$ cat config.mk
export PLATFORM = sky130hd
export DESIGN_NAME = dsp_p_result_serializer_flat
export DESIGN_NICKNAME = d
export VERILOG_FILES = /design/src/rtl/dsp48a1_pkg.sv /design/src/rtl/dsp_p_result_serializer_if.sv /design/src/rtl/dsp_p_result_serializer.sv /design/src/flat_wrapper.sv
export SDC_FILE = /design/constraint.sdc
export NUM_CORES = 1
export LEC_CHECK = 0
export CORE_MARGIN = 5
export CORE_UTILIZATION = 48
export DETAILED_ROUTE_END_ITERATION = 8
export PLACE_DENSITY = 0.87
export SLEW_MARGIN = 20
export SYNTH_ARGS = -nofsm -noshare
export SYNTH_HDL_FRONTEND = slang
export SYNTH_SLANG_ARGS = --single-unit
$ cat constraint.sdc
create_clock -name clk -period 3.9 [get_ports clk]
set_clock_uncertainty 0.1 [all_clocks]
set_input_delay 0.39 -clock clk [delete_from_list [all_inputs] [get_ports clk]]
set_output_delay 0.39 -clock clk [all_outputs]
set_load 0.03 [all_outputs]
$ cat src/rtl/dsp48a1_pkg.sv
// Shared types and sizing helpers for the DSP48A1 slice readback path.
// Holds default P/word widths, the serializer state enum and beat-count helpers.
package dsp48a1_pkg;

  localparam int P_WIDTH_DEF    = 48;
  localparam int WORD_WIDTH_DEF = 16;

  typedef enum logic {
    IDLE,
    SEND
  } state_t;

  function automatic int nbeats(input int p_w, input int w_w);
    return p_w / w_w;
  endfunction

  function automatic int beat_bits(input int n);
    return (n > 1) ? $clog2(n) : 1;
  endfunction

endpackage

$ cat src/rtl/dsp_p_result_serializer_if.sv
// Handshake bundle for the P result serializer: wide P+carry input stream,
// narrow word output stream. slave = serializer side, master = producer/consumer side.
interface dsp_p_result_serializer_if
  import dsp48a1_pkg::*;
#(
  parameter int P_WIDTH    = P_WIDTH_DEF,
  parameter int WORD_WIDTH = WORD_WIDTH_DEF
);

  logic                  in_valid;
  logic                  in_ready;
  logic [P_WIDTH-1:0]    p_in;
  logic                  carry_in;
  logic                  out_valid;
  logic                  out_ready;
  logic [WORD_WIDTH-1:0] out_word;
  logic                  out_last;
  logic                  out_carry;

  modport slave (
    input  in_valid,
    output in_ready,
    input  p_in,
    input  carry_in,
    output out_valid,
    input  out_ready,
    output out_word,
    output out_last,
    output out_carry
  );

  modport master (
    output in_valid,
    input  in_ready,
    output p_in,
    output carry_in,
    input  out_valid,
    output out_ready,
    input  out_word,
    input  out_last,
    input  out_carry
  );

endinterface

$ cat src/rtl/dsp_p_result_serializer.sv
// Splits one registered P result (+CARRYOUT) into NBEATS narrow words.
// Ports: clk, rst (sync, active-high), clkE (clock enable), bus (slave modport).
module dsp_p_result_serializer
  import dsp48a1_pkg::*;
#(
  parameter int P_WIDTH    = P_WIDTH_DEF,
  parameter int WORD_WIDTH = WORD_WIDTH_DEF,
  parameter bit LSW_FIRST  = 1'b1
) (
  input  logic                       clk,
  input  logic                       rst,
  input  logic                       clkE,
  dsp_p_result_serializer_if.slave   bus
);

  localparam int NBEATS = nbeats(P_WIDTH, WORD_WIDTH);
  localparam int BW     = beat_bits(NBEATS);
  localparam logic [BW-1:0] LAST = BW'(NBEATS - 1);

  if ((P_WIDTH % WORD_WIDTH) != 0) begin : g_bad_width
    $error("P_WIDTH must be a multiple of WORD_WIDTH");
  end

  state_t  state;
  state_t  state_n;
  logic [BW-1:0] beat;
  logic [BW-1:0] beat_n;
  logic [BW-1:0] idx;
  logic [NBEATS-1:0][WORD_WIDTH-1:0] shreg;
  logic    carry;
  logic    cap;
  logic    is_last;
  logic    in_xfer;
  logic    out_xfer;

  assign is_last = (state == SEND) && (beat == LAST);

  // Last beat passes out_ready straight through so the
  // next result can load in the same cycle (no bubble).
  assign bus.in_ready  = (state == IDLE) | (is_last & bus.out_ready);
  assign bus.out_valid = (state == SEND);
  assign bus.out_last  = is_last;
  assign bus.out_carry = is_last & carry;

  assign idx = LSW_FIRST ? beat : (LAST - beat);
  assign bus.out_word = (state == SEND) ? shreg[idx] : '0;

  assign in_xfer  = bus.in_valid & bus.in_ready & clkE;
  assign out_xfer = bus.out_valid & bus.out_ready & clkE;

  always_comb begin
    state_n = state;
    beat_n  = beat;
    cap     = 1'b0;
    unique case (state)
      IDLE: begin
        if (in_xfer) begin
          cap     = 1'b1;
          beat_n  = '0;
          state_n = SEND;
        end
      end
      SEND: begin
        if (out_xfer) begin
          if (is_last) begin
            beat_n = '0;
            if (in_xfer) cap = 1'b1;
            else state_n = IDLE;
          end else begin
            beat_n = beat + 1'b1;
          end
        end
      end
      default: state_n = IDLE;
    endcase
  end

  always_ff @(posedge clk) begin
    if (rst) begin
      state <= IDLE;
      beat  <= '0;
      shreg <= '0;
      carry <= 1'b0;
    end else if (clkE) begin
      state <= state_n;
      beat  <= beat_n;
      if (cap) begin
        shreg <= bus.p_in;
        carry <= bus.carry_in;
      end
    end
  end

endmodule

$ cat src/flat_wrapper.sv
// flat-port wrapper written by rule: the top's interface ports become plain ports
module dsp_p_result_serializer_flat import dsp48a1_pkg::*;
#(
  parameter int P_WIDTH    = P_WIDTH_DEF,
  parameter int WORD_WIDTH = WORD_WIDTH_DEF,
  parameter bit LSW_FIRST  = 1'b1
)
  (clk, rst, clkE, bus_in_valid, bus_in_ready, bus_p_in, bus_carry_in, bus_out_valid, bus_out_ready, bus_out_word, bus_out_last, bus_out_carry);
  dsp_p_result_serializer_if #(.P_WIDTH(P_WIDTH), .WORD_WIDTH(WORD_WIDTH)) bus_i ();
  input  logic clk;
  input  logic rst;
  input  logic clkE;
  input wire logic [$bits(bus_i.in_valid)-1:0] bus_in_valid;
  output wire logic [$bits(bus_i.in_ready)-1:0] bus_in_ready;
  input wire logic [$bits(bus_i.p_in)-1:0] bus_p_in;
  input wire logic [$bits(bus_i.carry_in)-1:0] bus_carry_in;
  output wire logic [$bits(bus_i.out_valid)-1:0] bus_out_valid;
  input wire logic [$bits(bus_i.out_ready)-1:0] bus_out_ready;
  output wire logic [$bits(bus_i.out_word)-1:0] bus_out_word;
  output wire logic [$bits(bus_i.out_last)-1:0] bus_out_last;
  output wire logic [$bits(bus_i.out_carry)-1:0] bus_out_carry;
  assign bus_i.in_valid = bus_in_valid;
  assign bus_in_ready = bus_i.in_ready;
  assign bus_i.p_in = bus_p_in;
  assign bus_i.carry_in = bus_carry_in;
  assign bus_out_valid = bus_i.out_valid;
  assign bus_i.out_ready = bus_out_ready;
  assign bus_out_word = bus_i.out_word;
  assign bus_out_last = bus_i.out_last;
  assign bus_out_carry = bus_i.out_carry;
  dsp_p_result_serializer #(.P_WIDTH(P_WIDTH), .WORD_WIDTH(WORD_WIDTH), .LSW_FIRST(LSW_FIRST)) u_core (.clk(clk), .rst(rst), .clkE(clkE), .bus(bus_i));
endmodule
Word level (Yosys, flattened, before mapping)
Cells that the tools add are included.

Flip-flop bits (word level): 52. Bits in latches: 0. Bits in writable memories: 0. ROM bits: 0. Input bits: 54. Output and inout bits: 20. Logic and storage cells: 36. Memories: 0.

Add/subtract/negate cells: 1. Multiply operators: 0. Divide/modulo/power cells: 0. Magnitude comparators: 1. Equal/unequal tests: 3. Shift-type cells: 0. Multiplexer cells: 14. Bitwise gates (word level): 8. Reduce and logical (&&, ||, !) cells: 3.

Operators with widths (number): binary-select mux 16 bit (select 2 bit) (1); two-way mux 16 bit (2); AND 1 bit (6); two-way mux 2 bit (3); two-way mux 1 bit (5); case mux 1 bit (2 select lines) (2); case mux 2 bit (2 select lines) (1); less-than comparator 2 x 3 -> 1 bit, second input constant (1); AND reduction 3 bit (1); adder 2 x 1 -> 2 bit, second input constant (1); equality test 2 bit, second input constant (1); inequality test 2 x 1 -> 1 bit, second input constant (1); inequality test 2 bit, second input constant (1); AND reduction 2 bit (1); logical AND 1 bit (1); NOT 1 bit (1); OR 1 bit (1).

Depth between registers and ports, before layout
Gate-level depths: netlist of the first run.

Word-level depth: 11. Depth in mapped cells: 6. Depth with buffers taken out: 3.

Worst setup path after synthesis of the first run
OpenSTA, ideal clock, no wires.

Path type: register -> output. Start: register u_core.beat[0]. End: output bus_out_word[10]. Arrival: 1195 ps. Required time: 3410 ps. Slack: 2215 ps. Stages on the path, launching flop included: 6. Path buffers: 2. Path through: dfxtp_1 buf_6 nor2b_1 clkbuf_1 o2bb2ai_1 and2_1.

Cells in the longest elaborated chain, start to end: 3.

RTL lines: from (decl) (RTL line dsp_p_result_serializer.sv:26) `logic [BW-1:0] beat;`; from (signal assigned) (RTL line dsp_p_result_serializer.sv:86) `beat <= beat_n;`; binary-select mux 16 bit (select 2 bit) (RTL line dsp_p_result_serializer.sv:46) `assign bus.out_word = (state == SEND) ? shreg[idx] : '0;`; two-way mux 16 bit (not written as such) (RTL line dsp_p_result_serializer.sv:46); two-way mux 16 bit (RTL line dsp_p_result_serializer.sv:46); to (decl) (RTL line flat_wrapper.sv:19) `output wire logic [$bits(bus_i.out_word)-1:0] bus_out_word;`.

No other way between the ends. The select of a mux whose other input is x is not followed.

Final worst setup path of the first run
Start: register u_core.beat[1]. End: output bus_out_word[0].

Same word-level chain as after synthesis.

==> metrics.yaml, run 1 <==
run_status:
  status: "complete, no violations"
clocking:
  cts_made_buffers: 5
  cts_repair_resize_count: 0
  cts_setup_buffers: 0
  hold_buffers: 0
  path_clk_slew_ns: 0.09
  cts.sink_count: 52
  cts_buffer_depth: 2
  h-tree-depth: 2
  cts_root_buf: "clkbuf_8"
  clk_latency_ns: 0.30
  cts_tree: "built"
logic_synthesis:
  synth_ff_type: "dfxtp_1"
  yosysTopAreaCell: "dfxtp_1"
  synth_area_um2: 2140
  ys_top_cells_by_area: "dfxtp_1, a22o_1, mux2i_1"
  async_flop_share_pct: 0
  ys_seq_area_share_pct: 48.5
  synth_top_area_share_pct: 48.5
  synth_cells: 194
  syn-num-nets: 248
  yosysMostFrequentCell: "dfxtp_1"
  syn_area_per_cell_um2: 11.1
  yosysWarnings: 0
  synth_seq_cells: 52
  synthTopCellsByCount: "dfxtp_1, a22o_1, and2_1"
  synth_edf_count: 0
  synth.distinct_cells: 25
global_routing:
  grt_pass1_vias: 1802
  grt_max_degree: 50
  grt_pass1_wl_um: 8580
  grt_use_total_pct: 17.9
  overflow: 0
  antenna_found_initial: 0
drt:
  firstDrtPassIters: 4
  routed_wl_um: 5210
  drt_iter0_drc: 45
  vias: 1730
  routed_via_density: 5.54
  drt.antenna.violating_nets: 0
  wire_per_inst_um: 16.7
  route.detailed.drc: 0
floorplanning:
  rows: 24
  core_area_um2: 4350
  die_h_um: 76.8
  die_w_um: 76.8
  ioPinCount: 74
  initial_utilization_pct: 49.3
  die-area_um2: 5900
finish:
  areaGrowthSynthToFinish_pct: 39.3
  antennaDiodeCount: 0
  fin_nets: 313
  finish.utilization_pct: 68.6
  drive_gt1_share_pct: 6.15
timing:
  finalSetupTns_ns: 0
  period_share_pct: 74.0
  layout_min_cycle_time_ns: 2.89
  maxSlewViolCount: 0
  rsz0062_at_grt: "false"
  max_freq_mhz: 346
  tightest_slew_ns: 0.703
  slew_headroom_pct: 53.1
  hold_viol: 0
  setup_violations: 0
setup_path:
  path_max_fanout: 15
  r2r-start: "u_core.bus.out_valid"
  worst_ep_arrival_time_ns: 2.40
  crit_path_start_kind: "flop"
  worstSetupStartpoint: "u_core.beat[1]"
  required_ns: 3.41
  worstSetupPathType: "reg -> out"
  cp-end-kind: "output pin"
power_and_ir_drop:
  power_density_nw_per_um2: 363
  p_total_w: 0.00109
  cellLeakagePower_nw: 1.12
  peakVddDrop_uv: 231
placement:
  port_buffers: 73
  hpwl_um: 3700
  gp_congestion: 0.817
hold_path:
  hp-start: "u_core.shreg[22]"
  min_path_type: "reg -> reg"
flow_run:
  max_cap_violations: 0
## through the flow
stage          hold slack (ns)  setup slack [ns]  cells  instance area [um^2]
6_report                 0.385              1.01    312                  2990
5_1_grt                  0.405             0.866    312                  2990
4_1_cts                  0.388             0.997    312                  2990
3_5_place_dp             0.365              1.35    304                  2880
3_3_place_gp             0.358              1.40    304                  2880
2_1_floorplan            0.340              2.22    194                  2140
## critical path, stage by stage, from the launching register on
cell             delay, ns
dfxtp_1               0.70
nor2b_1               0.39
o2bb2ai_1             0.15
and2_1                0.16
clkdlybuf4s50_1       0.68
## logic make-up (layout without fill, tap and decap cells)
| logic type | after synthesis | in the layout | share of synthesized area [%] |
|---|---|---|---|
| AO/OA/AOI/OAI | 70 | 70 | 27.8 |
| buffers and inverters | 19 | 85 | 4.96 |
| flip-flops | 52 | 52 | 48.5 |
| multiplexers | 18 | 18 | 8.52 |
| AND/OR/NAND/NOR | 35 | 35 | 10.2 |
## flip-flops by register name (all words and copies together), names as in the netlist
| register | cells |
|---|---|
| u_core.bus.out_valid | 1 |
| u_core.carry | 1 |
| u_core.beat | 2 |
| u_core.shreg | 48 |
## area by class of cell
cell class	count	area, um^2
fill	346	1370
tap	52	65.1
clock inverter	2	35.0
clock buffer	6	72.6
timing repair buffer	77	761
multi-input combinational	123	1010
sequential	52	1040
## path summary, 6_finish.rpt
check / end / slack, ns / cells past startpoint
worst max register to register: u_core.shreg[12] / 1.67 / 4
worst min-delay path: u_core.shreg[22] / 0.39 / 1
worst max-delay path: bus_out_word[0] / 1.01 / 4
worst min register to register: u_core.shreg[22] / 0.39 / 1
## routing by layer
| layer | GRT usage [%] | part of all wire [%] | vias to the layer above |
|---|---|---|---|
| li1 | - | - | 862 |
| met1 | 22.1 | 43 | 816 |
| met2 | 30.7 | 51 | 46 |
| met3 | 3.40 | 4.3 | 6 |
| met4 | 6.82 | 1.4 | 0 |
| met5 | 0 | 0 | - |
## report_power, final
group          leakage, nW  switching [W]  internal, W
clock               0.0552       0.000171     0.000191
combinational        0.640      0.0000574    0.0000879
sequential           0.425      0.0000194     0.000559
total                 1.12       0.000247     0.000838
## cell usage in the layout (no fill, tap or decap)
cell type	instances
a21oi_1	2
a21oi_4	1
a22o_1	50
and2_1	18
and3_1	1
and3b_1	1
buf_4	4
bufinv_16	1
clkbuf_1	1
clkbuf_8	5
clkdlybuf4s50_1	73
clkinv_2	1
dfxtp_1	52
mux2_2	2
mux2i_1	16
nand2_1	7
nand2b_1	1
nand3b_1	1
nand3b_4	1
nand4b_1	1
nor2_1	1
nor2b_1	2
nor3_1	1
o22ai_1	5
o22ai_4	1
o2bb2ai_1	11
(Power assumes the default switching activity.)
==> run 2, diff against run 1 <==
CORE_UTILIZATION = 45   (was 48)
PLACE_DENSITY = 0.83   (was 0.87)
clock period = 2.8 ns   (was 3.9 ns; I/O delays follow)
==> run 2 against run 1 <==
  * Non-clock buffer count increased by 4
  * Clock power increased by 39%
  * Critical endpoint is now bus_out_word[5]
  * Hold slack improved by 0.0017 ns
  * First-iteration DRC count increased by 91%
  * Sequential power increased by 39%
  * Largest power group unchanged
  * Critical path depth unchanged
==> metrics.yaml, run 2 (same netlist as run 1, synthesis figures left out) <==
setup_path:
  rr_worst_depth: 5  # +1
  crit_path_start_kind: "flop"
  path_buf_inv: 1  # unchanged
  r2r-start: "u_core.beat[0]"
  crit_slowest_cell: "dfxtp_1"
  cp_cell_sequence: "mux2i_1, o22ai_1, and2_1, clkdlybuf4s50_1"
  slowest_delay_ns: 0.69  # about the same
  worstSetupPathType: "reg -> out"
  rr_endpoint: "u_core.shreg[13]"
  crit_family: "flip-flops"
  r2r_slack_ns: 0.77  # -0.90 ns
  required_ns: 2.42  # -0.99 ns
  path_max_fanout: 12  # -3
  worst_ep_arrival_time_ns: 2.11  # -0.29 ns
  crit_cells: 4  # unchanged
  cp-end-kind: "output pin"
placement:
  dpl.cell_count: 310  # +2.0%
  gp_congestion: 0.845  # +3.5%
  dpl_worst_slack_ns: 0.635  # -0.719 ns
  hpwl_um: 3760  # +1.7%
  dpl_cell_area_um2: 2880  # +0.17%
  port_buffers: 73  # unchanged
floorplanning:
  rows: 25  # +4.2%
  die-area_um2: 6250  # +5.8%
  die_w_um: 79.0  # +2.9%
  core_area_um2: 4660  # +7.0%
  ioPinCount: 74  # unchanged
  initial_utilization_pct: 46.0  # -3.2 points
  die_h_um: 79.0  # +2.9%
clocking:
  path_clk_slew_ns: 0.09  # about the same
  cts_root_buf: "clkbuf_8"
  clk_latency_ns: 0.30  # about the same
  cts_tree: "built"
  cts_made_buffers: 5  # unchanged
  cts.sink_count: 52  # unchanged
  cts_buffer_depth: 2  # unchanged
  hold_buffers: 0  # unchanged
  cts_setup_buffers: 0  # unchanged
  h-tree-depth: 2  # unchanged
  cts_repair_resize_count: 0  # unchanged
global_routing:
  antenna_found_initial: 0  # unchanged
  grt_pass1_vias: 1733  # -3.8%
  grt_pass1_wl_um: 8220  # -4.3%
  overflow: 0  # unchanged
  grt_max_degree: 50  # unchanged
  grt_use_total_pct: 16.7  # -1.2 points
hold_path:
  min_to: "u_core.shreg[46]"
  min_path_type: "reg -> reg"
  hp-start: "u_core.shreg[46]"
  hold_depth: 1  # unchanged
power_and_ir_drop:
  peakVddDrop_uv: 326  # +41%
  power_density_nw_per_um2: 505  # +39%
  cellLeakagePower_nw: 1.16  # +3.8%
drt:
  vias: 1760  # +1.7%
  routed_via_density: 5.53  # -0.19%
  route.detailed.drc: 0  # unchanged
  drt.antenna.violating_nets: 0  # unchanged
  routed_wl_um: 5160  # -1.1%
  firstDrtPassIters: 4  # unchanged
  wire_per_inst_um: 16.2  # -2.9%
  drt_iter0_drc: 86  # +91%
flow_run:
  max_cap_violations: 0  # unchanged
finish:
  reg.largest.list: "u_core.shreg x48, u_core.beat x2"
  drive_gt1_share_pct: 12.1  # +6.0 points
  design_area_um2: 3000  # +0.29%
  top_register: "u_core.shreg"
  final_common_cell: "clkdlybuf4s50_1"
  final_cells: 318  # +1.9%
  antennaDiodeCount: 0  # unchanged
  largest_reg_flops: 48  # unchanged
  areaGrowthSynthToFinish_pct: 39.7
  final_cell_mix: "clkdlybuf4s50_1, dfxtp_1, a22o_1, buf_4, and2_1"
  fin_nets: 317  # +1.3%
timing:
  finalSetupTns_ns: 0  # unchanged
  layout_min_cycle_time_ns: 2.49
  hold_viol: 0  # unchanged
  max_freq_mhz: 401
  maxSlewViolCount: 0  # unchanged
  rsz0062_at_grt: "false"
  tightest_slew_ns: 0.565  # -0.138 ns
  period_share_pct: 89.0
  setup_violations: 0  # unchanged
  slew_headroom_pct: 62.3  # +9.2 points
  setup_ws_ns: 0.309  # -0.704 ns
  holdWs_ns: 0.387  # +0.00169 ns
run_status:
  status: "complete, no violations"
run 2: layer usage:
layer	GRT usage [%]	part of all wire (%)	wire length, um	vias up
li1	-	-	-	871
met1	20.9	45	2330	820
met2	27.7	47	2440	60
met3	3.29	5.2	268	9
met4	7.56	2.2	116	0
met5	0	0	0	-
run 2: worst max path at each step:
stage,from,slack [ns],endpoint
after floorplan,u_core.beat[0],1.23,bus_out_word[10]
after global placement,bus_out_ready,0.68,bus_in_ready
after detailed placement,u_core.beat[0],0.64,bus_out_word[5]
after CTS,u_core.beat[0],0.30,bus_out_word[5]
after global routing,u_core.beat[0],0.17,bus_out_word[4]
final,u_core.beat[0],0.31,bus_out_word[5]
run 2: final cells by class:
cell class / instances / area (um^2)
clock buffers: 5 / 68.8
clock inverters: 3 / 42.5
fillers: 403 / 1670
multi-input cells: 123 / 1010
flip-flops and latches: 52 / 1040
well taps: 54 / 67.6
repair buffers: 81 / 763
run 2: metrics by stage:
stage,power (W),util (%)
global route,0.00158,64.3
CTS,0.00153,64.3
global placement,0.00103,61.9
detailed placement,0.00103,61.9
finish,0.00151,64.3
floorplan,0.000916,-
run 2: report_power, final:
part / internal [W] / switching [W] / total (W)
clock: 0.000264 / 0.000237 / 0.000502
sequential: 0.000779 / 0.0000278 / 0.000807
combinational: 0.000125 / 0.0000802 / 0.000205
==> run 3, diff against run 2 <==
CORE_UTILIZATION = 30   (was 45)
PLACE_DENSITY = 0.6   (was 0.83)
RECOVER_POWER = 100   (was default)
==> run 3 against run 2 <==
  * Design area grew 0.25%
  * Utilization fell by 21 points
  * Maximum frequency fell by 5.3%
  * Routed wire length up 8.5%
  * Critical endpoint is now bus_out_word[6]
  * Largest power group unchanged
  * Hold slack got worse by 0.00072 ns
  * Highest routed layer unchanged
  * Non-clock buffer count unchanged
  * Critical path depth did not move
  * Combinational power is 2% lower
  * Sequential power about the same
  * Via count is 1.3% lower
==> metrics.yaml, run 3 (same netlist as run 1, synthesis figures left out) <==
power_and_ir_drop:
  switching_power_w: 0.000352  # +2.0%
  switching_share_pct: 24.3  # +1.4 points
  peakVddDrop_uv: 155  # -53%
  power_density_nw_per_um2: 483  # -4.3%
  pwr-share-comb_pct: 13.8  # +0.3 points
  seqPwrFrac_pct: 55.6  # +2.3 points
  cell_internal_pwr_w: 0.00110  # -5.9%
  cellLeakagePower_nw: 1.15  # -0.87%
  pwr-share-clk_pct: 30.6  # -2.6 points
timing:
  period_share_pct: 94.0  # +5.0 points
  finalSetupTns_ns: 0  # unchanged
  holdWs_ns: 0.386  # -0.000715 ns
  maxSlewViolCount: 0  # unchanged
  setup_violations: 0  # unchanged
  layout_min_cycle_time_ns: 2.63  # +0.140 ns
  max_freq_mhz: 380  # -5.3%
  slew_headroom_pct: 47.6  # -15 points
  hold_viol: 0  # unchanged
  tightest_slew_ns: 0.785  # +0.220 ns
  rsz0062_at_grt: "false"
clocking:
  cts_buffer_depth: 2  # unchanged
  cts_root_buf: "clkbuf_8"
  cts.sink_count: 52  # unchanged
  hold_buffers: 0  # unchanged
  path_clk_slew_ns: 0.10  # about the same
  cts_made_buffers: 5  # unchanged
  clk_latency_ns: 0.30  # about the same
  cts_tree: "built"
  h-tree-depth: 2  # unchanged
setup_path:
  worstSetupPathType: "reg -> out"
  path_max_fanout: 14  # +2
  crit_slowest_cell: "dfxtp_1"
  path_buf_inv: 1  # unchanged
  rr_worst_depth: 4  # -1
  r2r-start: "u_core.beat[0]"
  cp-end-kind: "output pin"
  rr_endpoint: "u_core.shreg[10]"
  worst_ep_arrival_time_ns: 2.25  # +0.14 ns
  crit_path_start_kind: "flop"
  cp_cell_sequence: "mux2i_1, o22ai_1, and2_1, dlygate4sd3_1"
  r2r_slack_ns: 0.28  # -0.49 ns
  crit_family: "flip-flops"
  slowest_delay_ns: 0.69  # about the same
  required_ns: 2.42  # about the same
global_routing:
  overflow: 0  # unchanged
  grt_use_total_pct: 12.6  # -4.1 points
  antenna_found_initial: 0  # unchanged
  grt_max_degree: 34  # -32%
  grt_pass1_wl_um: 8770  # +6.7%
  grt_pass1_vias: 1742  # +0.52%
finish:
  top_register: "u_core.shreg"
  largest_reg_flops: 48  # unchanged
  reg.largest.list: "u_core.shreg x48, u_core.beat x2"
  antennaDiodeCount: 0  # unchanged
  final_cell_mix: "clkdlybuf4s50_1, dfxtp_1, a22o_1, and2_1, mux2i_1"
  fin_nets: 317  # unchanged
  drive_gt1_share_pct: 11.7  # -0.38 points
  areaGrowthSynthToFinish_pct: 40.0
  final_common_cell: "clkdlybuf4s50_1"
hold_path:
  hold_depth: 1  # unchanged
  min_path_type: "reg -> reg"
  hp-start: "u_core.shreg[14]"
  min_to: "u_core.shreg[14]"
floorplanning:
  rows: 30  # +20%
  core_area_um2: 6870  # +47%
  die_w_um: 94.6  # +20%
  initial_utilization_pct: 31.2  # -15 points
  die_h_um: 94.6  # +20%
  ioPinCount: 74  # unchanged
  die-area_um2: 8940  # +43%
drt:
  drt.antenna.violating_nets: 0  # unchanged
  routed_wl_um: 5590  # +8.5%
  route.detailed.drc: 0  # unchanged
  vias: 1737  # -1.3%
  routed_via_density: 4.83  # -13%
  drt_iter0_drc: 75  # -13%
  firstDrtPassIters: 4  # unchanged
  wire_per_inst_um: 15.5  # -4.2%
placement:
  port_buffers: 73  # unchanged
  gp_congestion: 0.784  # -7.3%
  hpwl_um: 4040  # +7.2%
flow_run:
  max_cap_violations: 0  # unchanged
run_status:
  status: "complete, no violations"
[run 3: cell type report]
| type | count | area (um^2) |
|---|---|---|
| timing repair buffer | 81 | 734 |
| fill | 680 | 3870 |
| tap | 96 | 120 |
| clock inverter | 2 | 15.0 |
| multi-input combinational | 123 | 1010 |
| sequential | 52 | 1040 |
| clock buffer | 6 | 82.6 |
[run 3: worst max path at each step]
stage / from / endpoint / slack [ns] / depth (start not counted)
2_1_floorplan: u_core.beat[0] / bus_out_word[10] / 1.23 / 5
3_3_place_gp: u_core.beat[0] / bus_out_carry / 0.45 / 4
3_5_place_dp: u_core.beat[0] / bus_out_carry / 0.40 / 4
4_1_cts: u_core.beat[0] / bus_out_carry / 0.05 / 4
5_1_grt: u_core.beat[0] / bus_out_word[9] / 0.04 / 5
6_report: u_core.beat[0] / bus_out_word[6] / 0.17 / 4
[run 3: power groups by stage]
stage / registers [W] / logic [W] / clock network (W)
6_report: 0.000806 / 0.000200 / 0.000445
5_1_grt: 0.000811 / 0.000218 / 0.000486
4_1_cts: 0.000806 / 0.000208 / 0.000459
3_5_place_dp: 0.000823 / 0.000207 / 0
3_3_place_gp: 0.000823 / 0.000207 / 0
2_1_floorplan: 0.000813 / 0.000103 / 0
[run 3: worst register-to-register path, cell delays in order, from the launching register on]
cell and delay (ns):
dfxtp_1 0.69, and3b_1 0.25, o22ai_2 0.65, clkbuf_4 0.54, a22o_1 0.22
[run 3: through the flow]
| step | power (W) | area (um^2) | cells | utilization [%] | worst slack [ns] |
|---|---|---|---|---|---|
| 6_report | 0.00145 | 3000 | 360 | 43.7 | 0.169 |
| 5_1_grt | 0.00152 | 3000 | 360 | 43.7 | 0.0441 |
| 4_1_cts | 0.00147 | 3030 | 360 | 44.2 | 0.0481 |
| 3_5_place_dp | 0.00103 | 2940 | 352 | 42.8 | 0.402 |
| 3_3_place_gp | 0.00103 | 2940 | 352 | 42.8 | 0.447 |
| 2_1_floorplan | 0.000916 | 2140 | 194 | - | 1.23 |
[run 3: per-layer routing]
metal	vias to the layer above	share of wire, %	track usage (%)
met3	6	6.2	4.46
met5	-	0	0
li1	867	-	-
met1	814	49	17.0
met4	0	0.95	3.25
met2	50	44	19.3
[run 3: what timing repair did]
item	CTS	global route
resized for setup	0	2
buffers inserted	0	0
endpoints found under the setup margin	0	9
